$ cat src/rtl/usrp_tag_chip_mtx_ctrl.sv
// Tag-chip MTX controller: pilot tone period followed by a stepped-frequency
// MTX symbol train, with front-panel GPIO strobes and halt control.
module usrp_tag_chip_mtx_ctrl #(
  parameter int unsigned DATA_WIDTH  = 16,
  parameter int unsigned PHASE_WIDTH = 24,
  parameter int unsigned NSYMB_WIDTH = 16,
  parameter int unsigned NSIG        = 8192,
  parameter int unsigned PILOT_NSIG  = 65536,
  parameter int unsigned NSYMB       = 24,
  parameter int unsigned REG_WIDTH   = 12,
  parameter logic [DATA_WIDTH-1:0]  AMP          = 16'h4000,
  parameter logic [PHASE_WIDTH-1:0] PILOT_PH_INC = 24'h010000,
  parameter logic [PHASE_WIDTH-1:0] MTX_PH_BASE  = 24'h004000,
  parameter logic [PHASE_WIDTH-1:0] MTX_PH_STEP  = 24'h000800
) (
  input  logic                   clk,
  input  logic                   reset,
  input  logic [REG_WIDTH-1:0]   fp_gpio_in,
  output logic [REG_WIDTH-1:0]   fp_gpio_out,
  output logic [REG_WIDTH-1:0]   fp_gpio_ddr,
  output logic [DATA_WIDTH-1:0]  itx,
  output logic [DATA_WIDTH-1:0]  qtx,
  output logic [DATA_WIDTH-1:0]  imtx,
  output logic [DATA_WIDTH-1:0]  qmtx,
  output logic                   tx_trig,
  output logic                   tx_valid,
  output logic [NSYMB_WIDTH-1:0] mtx_symbN,
  output logic [NSYMB_WIDTH-1:0] pilot_symbN,
  output logic [PHASE_WIDTH-1:0] mtx_sigN,
  output logic [PHASE_WIDTH-1:0] pilot_sigN,
  output logic [PHASE_WIDTH-1:0] mtx_ph,
  output logic [PHASE_WIDTH-1:0] pilot_ph
);

  typedef enum logic {
    PILOT = 1'b0,
    MTX   = 1'b1
  } state_t;

  localparam logic [DATA_WIDTH-1:0] NEG_AMP =
    DATA_WIDTH'(0) - AMP;
  localparam logic [PHASE_WIDTH-1:0] PILOT_LAST =
    PHASE_WIDTH'(PILOT_NSIG - 1);
  localparam logic [PHASE_WIDTH-1:0] MTX_LAST =
    PHASE_WIDTH'(NSIG - 1);
  localparam logic [NSYMB_WIDTH-1:0] SYMB_LAST =
    NSYMB_WIDTH'(NSYMB - 1);

  state_t state;
  logic [PHASE_WIDTH-1:0] mtx_inc;
  logic in_mtx;
  logic unused_gpio;

  assign mtx_inc = MTX_PH_BASE
    + PHASE_WIDTH'(mtx_symbN) * MTX_PH_STEP;
  assign in_mtx = (state == MTX);
  assign unused_gpio = ^{fp_gpio_in[REG_WIDTH-1:9],
                         fp_gpio_in[7:0]};

  always_ff @(posedge clk or negedge reset) begin
    if (!reset) begin
      state       <= PILOT;
      tx_valid    <= 1'b0;
      pilot_sigN  <= '0;
      pilot_ph    <= '0;
      pilot_symbN <= '0;
      mtx_sigN    <= '0;
      mtx_symbN   <= '0;
      mtx_ph      <= '0;
    end else begin
      tx_valid <= ~fp_gpio_in[8];
      if (tx_valid) begin
        unique case (state)
          PILOT: begin
            if (pilot_sigN == PILOT_LAST) begin
              state       <= MTX;
              pilot_sigN  <= '0;
              pilot_ph    <= '0;
              pilot_symbN <= pilot_symbN + 1'b1;
            end else begin
              pilot_sigN <= pilot_sigN + 1'b1;
              pilot_ph   <= pilot_ph + PILOT_PH_INC;
            end
          end
          MTX: begin
            if (mtx_sigN == MTX_LAST) begin
              mtx_sigN <= '0;
              mtx_ph   <= '0;
              if (mtx_symbN == SYMB_LAST) begin
                mtx_symbN <= '0;
                state     <= PILOT;
              end else begin
                mtx_symbN <= mtx_symbN + 1'b1;
              end
            end else begin
              mtx_sigN <= mtx_sigN + 1'b1;
              mtx_ph   <= mtx_ph + mtx_inc;
            end
          end
          default: state <= PILOT;
        endcase
      end
    end
  end

  // Quadrant tone: I from the top phase bit, Q from the top two bits.
  logic [DATA_WIDTH-1:0] pilot_i, pilot_q, mtx_i, mtx_q;

  assign pilot_i = pilot_ph[PHASE_WIDTH-1] ? NEG_AMP : AMP;
  assign pilot_q = (pilot_ph[PHASE_WIDTH-1] ^ pilot_ph[PHASE_WIDTH-2])
                   ? NEG_AMP : AMP;
  assign mtx_i   = mtx_ph[PHASE_WIDTH-1] ? NEG_AMP : AMP;
  assign mtx_q   = (mtx_ph[PHASE_WIDTH-1] ^ mtx_ph[PHASE_WIDTH-2])
                   ? NEG_AMP : AMP;

  always_comb begin
    itx  = '0;
    qtx  = '0;
    imtx = '0;
    qmtx = '0;
    if (tx_valid) begin
      if (in_mtx) begin
        itx  = mtx_i;
        qtx  = mtx_q;
        imtx = mtx_i;
        qmtx = mtx_q;
      end else begin
        itx = pilot_i;
        qtx = pilot_q;
      end
    end
  end

  assign tx_trig = tx_valid && !in_mtx && (pilot_sigN == '0);

  assign fp_gpio_out = {
    {(REG_WIDTH-8){1'b0}},
    in_mtx && (mtx_sigN == '0),
    !in_mtx && tx_valid,
    in_mtx,
    mtx_symbN[4:0]
  };

  assign fp_gpio_ddr = REG_WIDTH'(12'h0FF);

endmodule

$ cat config.mk
export PLATFORM = sky130hd
export DESIGN_NAME = usrp_tag_chip_mtx_ctrl
export DESIGN_NICKNAME = d
export VERILOG_FILES = /design/src/rtl/usrp_tag_chip_mtx_ctrl.sv
export SDC_FILE = /design/constraint.sdc
export NUM_CORES = 1
export LEC_CHECK = 0
export CAP_MARGIN = 40
export CORE_ASPECT_RATIO = 0.7
export CORE_MARGIN = 3
export CORE_UTILIZATION = 35
export DETAILED_ROUTE_END_ITERATION = 10
export GPL_ROUTABILITY_DRIVEN = 0
export PLACE_DENSITY = 0.78
export SLEW_MARGIN = 20
export SYNTH_ARGS = -nofsm -noshare
export SYNTH_HDL_FRONTEND = slang
export SYNTH_SLANG_ARGS = --single-unit
$ cat constraint.sdc
create_clock -name clk -period 2.57 [get_ports clk]
set_input_delay 0.514 -clock clk [delete_from_list [all_inputs] [get_ports clk]]
set_output_delay 0.514 -clock clk [all_outputs]
set_load 0.1 [all_outputs]
==> flow_metrics.tcl <==
set metrics [dict create \
    status "completed" \
    critPathMaxFanout 7 \
    io_buffer_count 121 \
    synth_edf_count 0 \
    critical-path-top-delay-family "simple AND/OR/NAND/NOR gates" \
    crit_chain "nor4_2 -> nand4b_1 -> nor4_2 -> and4_4 -> buf_12" \
    synth_top_area_share_pct 41.0 \
    wl_met2_um 7160 \
    grtUsageTotal_pct 16.1 \
    period_share_pct 98.1 \
    wl_met1_um 7710 \
    grt_pass1_wl_um 25600 \
    setup_viol 0 \
    grt_max_degree 47 \
    whs_ps 104 \
    peakVddDrop_mv 0.480 \
    setup_tns_ps 0 \
    drc 0 \
    crit_arrival_ps 2010 \
    yosysTopAreaCell "dfrtp_1" \
    maxCapViolations 0 \
    skew_ps 7.00 \
    syn_inst 662 \
    power_mw 4.74 \
    syn-cell-area_um2 6290 \
    num_vias 4937 \
    ios 232 \
    cpPeakStageDelay_ps 470 \
    synth.most_common_cell "buf_4" \
    drt-wirelength-per-cell_um 15.5 \
    p_clk_share_pct 28.2 \
    cp.depth 5 \
    core_um2 17400 \
    hold_viol 0 \
    p_switching_mw 2.17 \
    setup.worst_path.end_class "output pin" \
    ys.flop_type "dfrtp_1" \
    antenna_left 0 \
    p_sw_share_pct 45.7 \
    synth.distinct_cells 55 \
    htreeDepth 3 \
    clockBufferDepth 2 \
    nets 850 \
    drive_gt1_share_pct 32.3 \
    final_max_slew_viol_count 0 \
    path_buf_inv 1 \
    area_growth_pct 25.4 \
    rrSetupSlack_ps 90 \
    ys_top_cells_by_area "dfrtp_1, buf_4, xnor2_1" \
    grt_pass1_vias 4542 \
    die_y_um 118 \
    clockRootBuffer "clkbuf_16" \
    die_w_um 166 \
    via_per_inst 4.74 \
    ff2ff_path_depth 9 \
    clkLatencyLatePin_ps 350 \
    ys_ff_latch 103 \
    fmax_mhz 397 \
    yosys_warnings 0 \
    clkSinkCount 103 \
    initial_core_util_pct 36.2 \
    drt_iter0_drc 358 \
    syn_avg_cell_area_um2 9.50 \
    ys_seq_area_share_pct 41.0 \
    clkTransAtPathRegs_ps 70 \
    seqPwrFrac_pct 38.3 \
    rows 40 \
    dieArea_um2 19600 \
    start_kind "flip-flop" \
    synth.top_cells.by_count "buf_4, dfrtp_1, nand2_1, xnor2_1, nor2_1" \
    drtPass1Iterations 7 \
    met3WireLength_um 933 \
    p_comb_share_pct 33.5 \
    dp_hpwl_um 12400 \
    cts_buffers 9 \
    routed_wl_um 16100 \
    globalRouteOverflowTotal 0 \
    async_flop_share_pct 100 \
    dp_slack_ps -4.12 \
    min_path_type "in2async" \
    insertedDiodeCount 0 \
    period_minus_slack_ps 2520 \
    antenna_found_initial 0 \
    p_leak_nw 3.88 \
    cp_data_required_time_ps 2060 \
    top_layer_used "met4" \
    crit_top_cell "nor4_2" \
    setup.worst_path.class "reg2out" \
    cts_tree "done" \
    crit_path_top_delay_cell "dfrtp_2" \
    power_density_nw_per_um2 601 \
    postLayoutSetupSlackWorst_ps 49.9 \
    intPower_mw 2.57 \
]
[final timing paths]
check	startpoint	endpoint
worst max-delay path	mtx_sigN[9]$_DFFE_PN0P_	fp_gpio_out[7]
worst min-delay path	reset	mtx_ph[11]$_DFFE_PN0P_
worst max register to register	mtx_ph[12]$_DFFE_PN0P_	mtx_ph[22]$_DFFE_PN0P_
worst min register to register	pilot_symbN[15]$_DFFE_PN0P_	pilot_symbN[15]$_DFFE_PN0P_
max in group asynchronous	reset	pilot_sigN[17]$_DFFE_PN0P_
min in group clk	pilot_symbN[15]$_DFFE_PN0P_	pilot_symbN[15]$_DFFE_PN0P_
[flip-flops by register name, indices dropped and copies added (netlist names)]
name and flops:
pilot_ph 8, mtx_sigN 24, mtx_symbN 16, pilot_sigN 24, mtx_ph 13, tx_valid 1, in_mtx 1, pilot_symbN 16
[metal layers]
metal | GRT usage (%) | vias to the layer above
met4 | 4.16 | 0
met2 | 23.9 | 169
met1 | 23.2 | 2380
met3 | 4.21 | 30
met5 | 0 | -
li1 | - | 2358
[metrics by stage]
step	cell area, um2	std cells	utilization [%]
6_report	7880	1041	45.4
5_1_grt	7880	1041	45.4
4_1_cts	7820	1037	45.0
3_5_place_dp	7530	1021	43.3
3_3_place_gp	7530	1021	43.3
2_1_floorplan	6870	759	-
[area by class of cell]
type | count | area (um2)
fillers | 1623 | 9480
multi-input cells | 519 | 3300
flip-flops and latches | 103 | 2660
repair buffers | 155 | 1280
well taps | 231 | 289
clock buffers | 9 | 225
inverters | 17 | 67.6
clock inverters | 7 | 55.1
[what timing repair did]
item,in CTS,in global routing
resized for setup,2,7
endpoints found under the setup margin,2,5
pin swaps,1,1
hold buffers,0,0
setup buffers,0,4
endpoints found under the hold margin,0,0
[power by group through the flow]
| stage | clock network, mW | logic, mW | registers, mW |
|---|---|---|---|
| after global placement | 0 | 1.58 | 1.85 |
| final | 1.34 | 1.59 | 1.82 |
| after detailed placement | 0 | 1.59 | 1.85 |
| after CTS | 1.37 | 1.59 | 1.82 |
| after global routing | 1.44 | 1.64 | 1.84 |
| after floorplan | 0 | 0.927 | 2.37 |
[cell usage in the layout, fill, tap and decap left out, types with 26 or more instances in the layout]
master,netlist,final
ha_1,30,26
xor2_1,36,36
dfrtp_1,103,46
nand3_1,35,34
nor2_1,45,43
buf_4,108,145
nand2_1,70,70
conb_1,2,99
dfrtp_2,0,51
xnor2_1,46,46
[cell families after synthesis]
family / count (synthesis) / synth area share (%)
AOI/OAI and AO/OA: 65 / 6.59
xor gates and xnor gates: 82 / 11.4
adders and majority gates: 31 / 6.29
buffers and inverters: 137 / 14.7
DFF: 103 / 41.0
muxes: 2 / 0.358
other: 2 / 0.119
and+or+nand+nor: 240 / 19.5
Power figures use the tool's default switching activity.
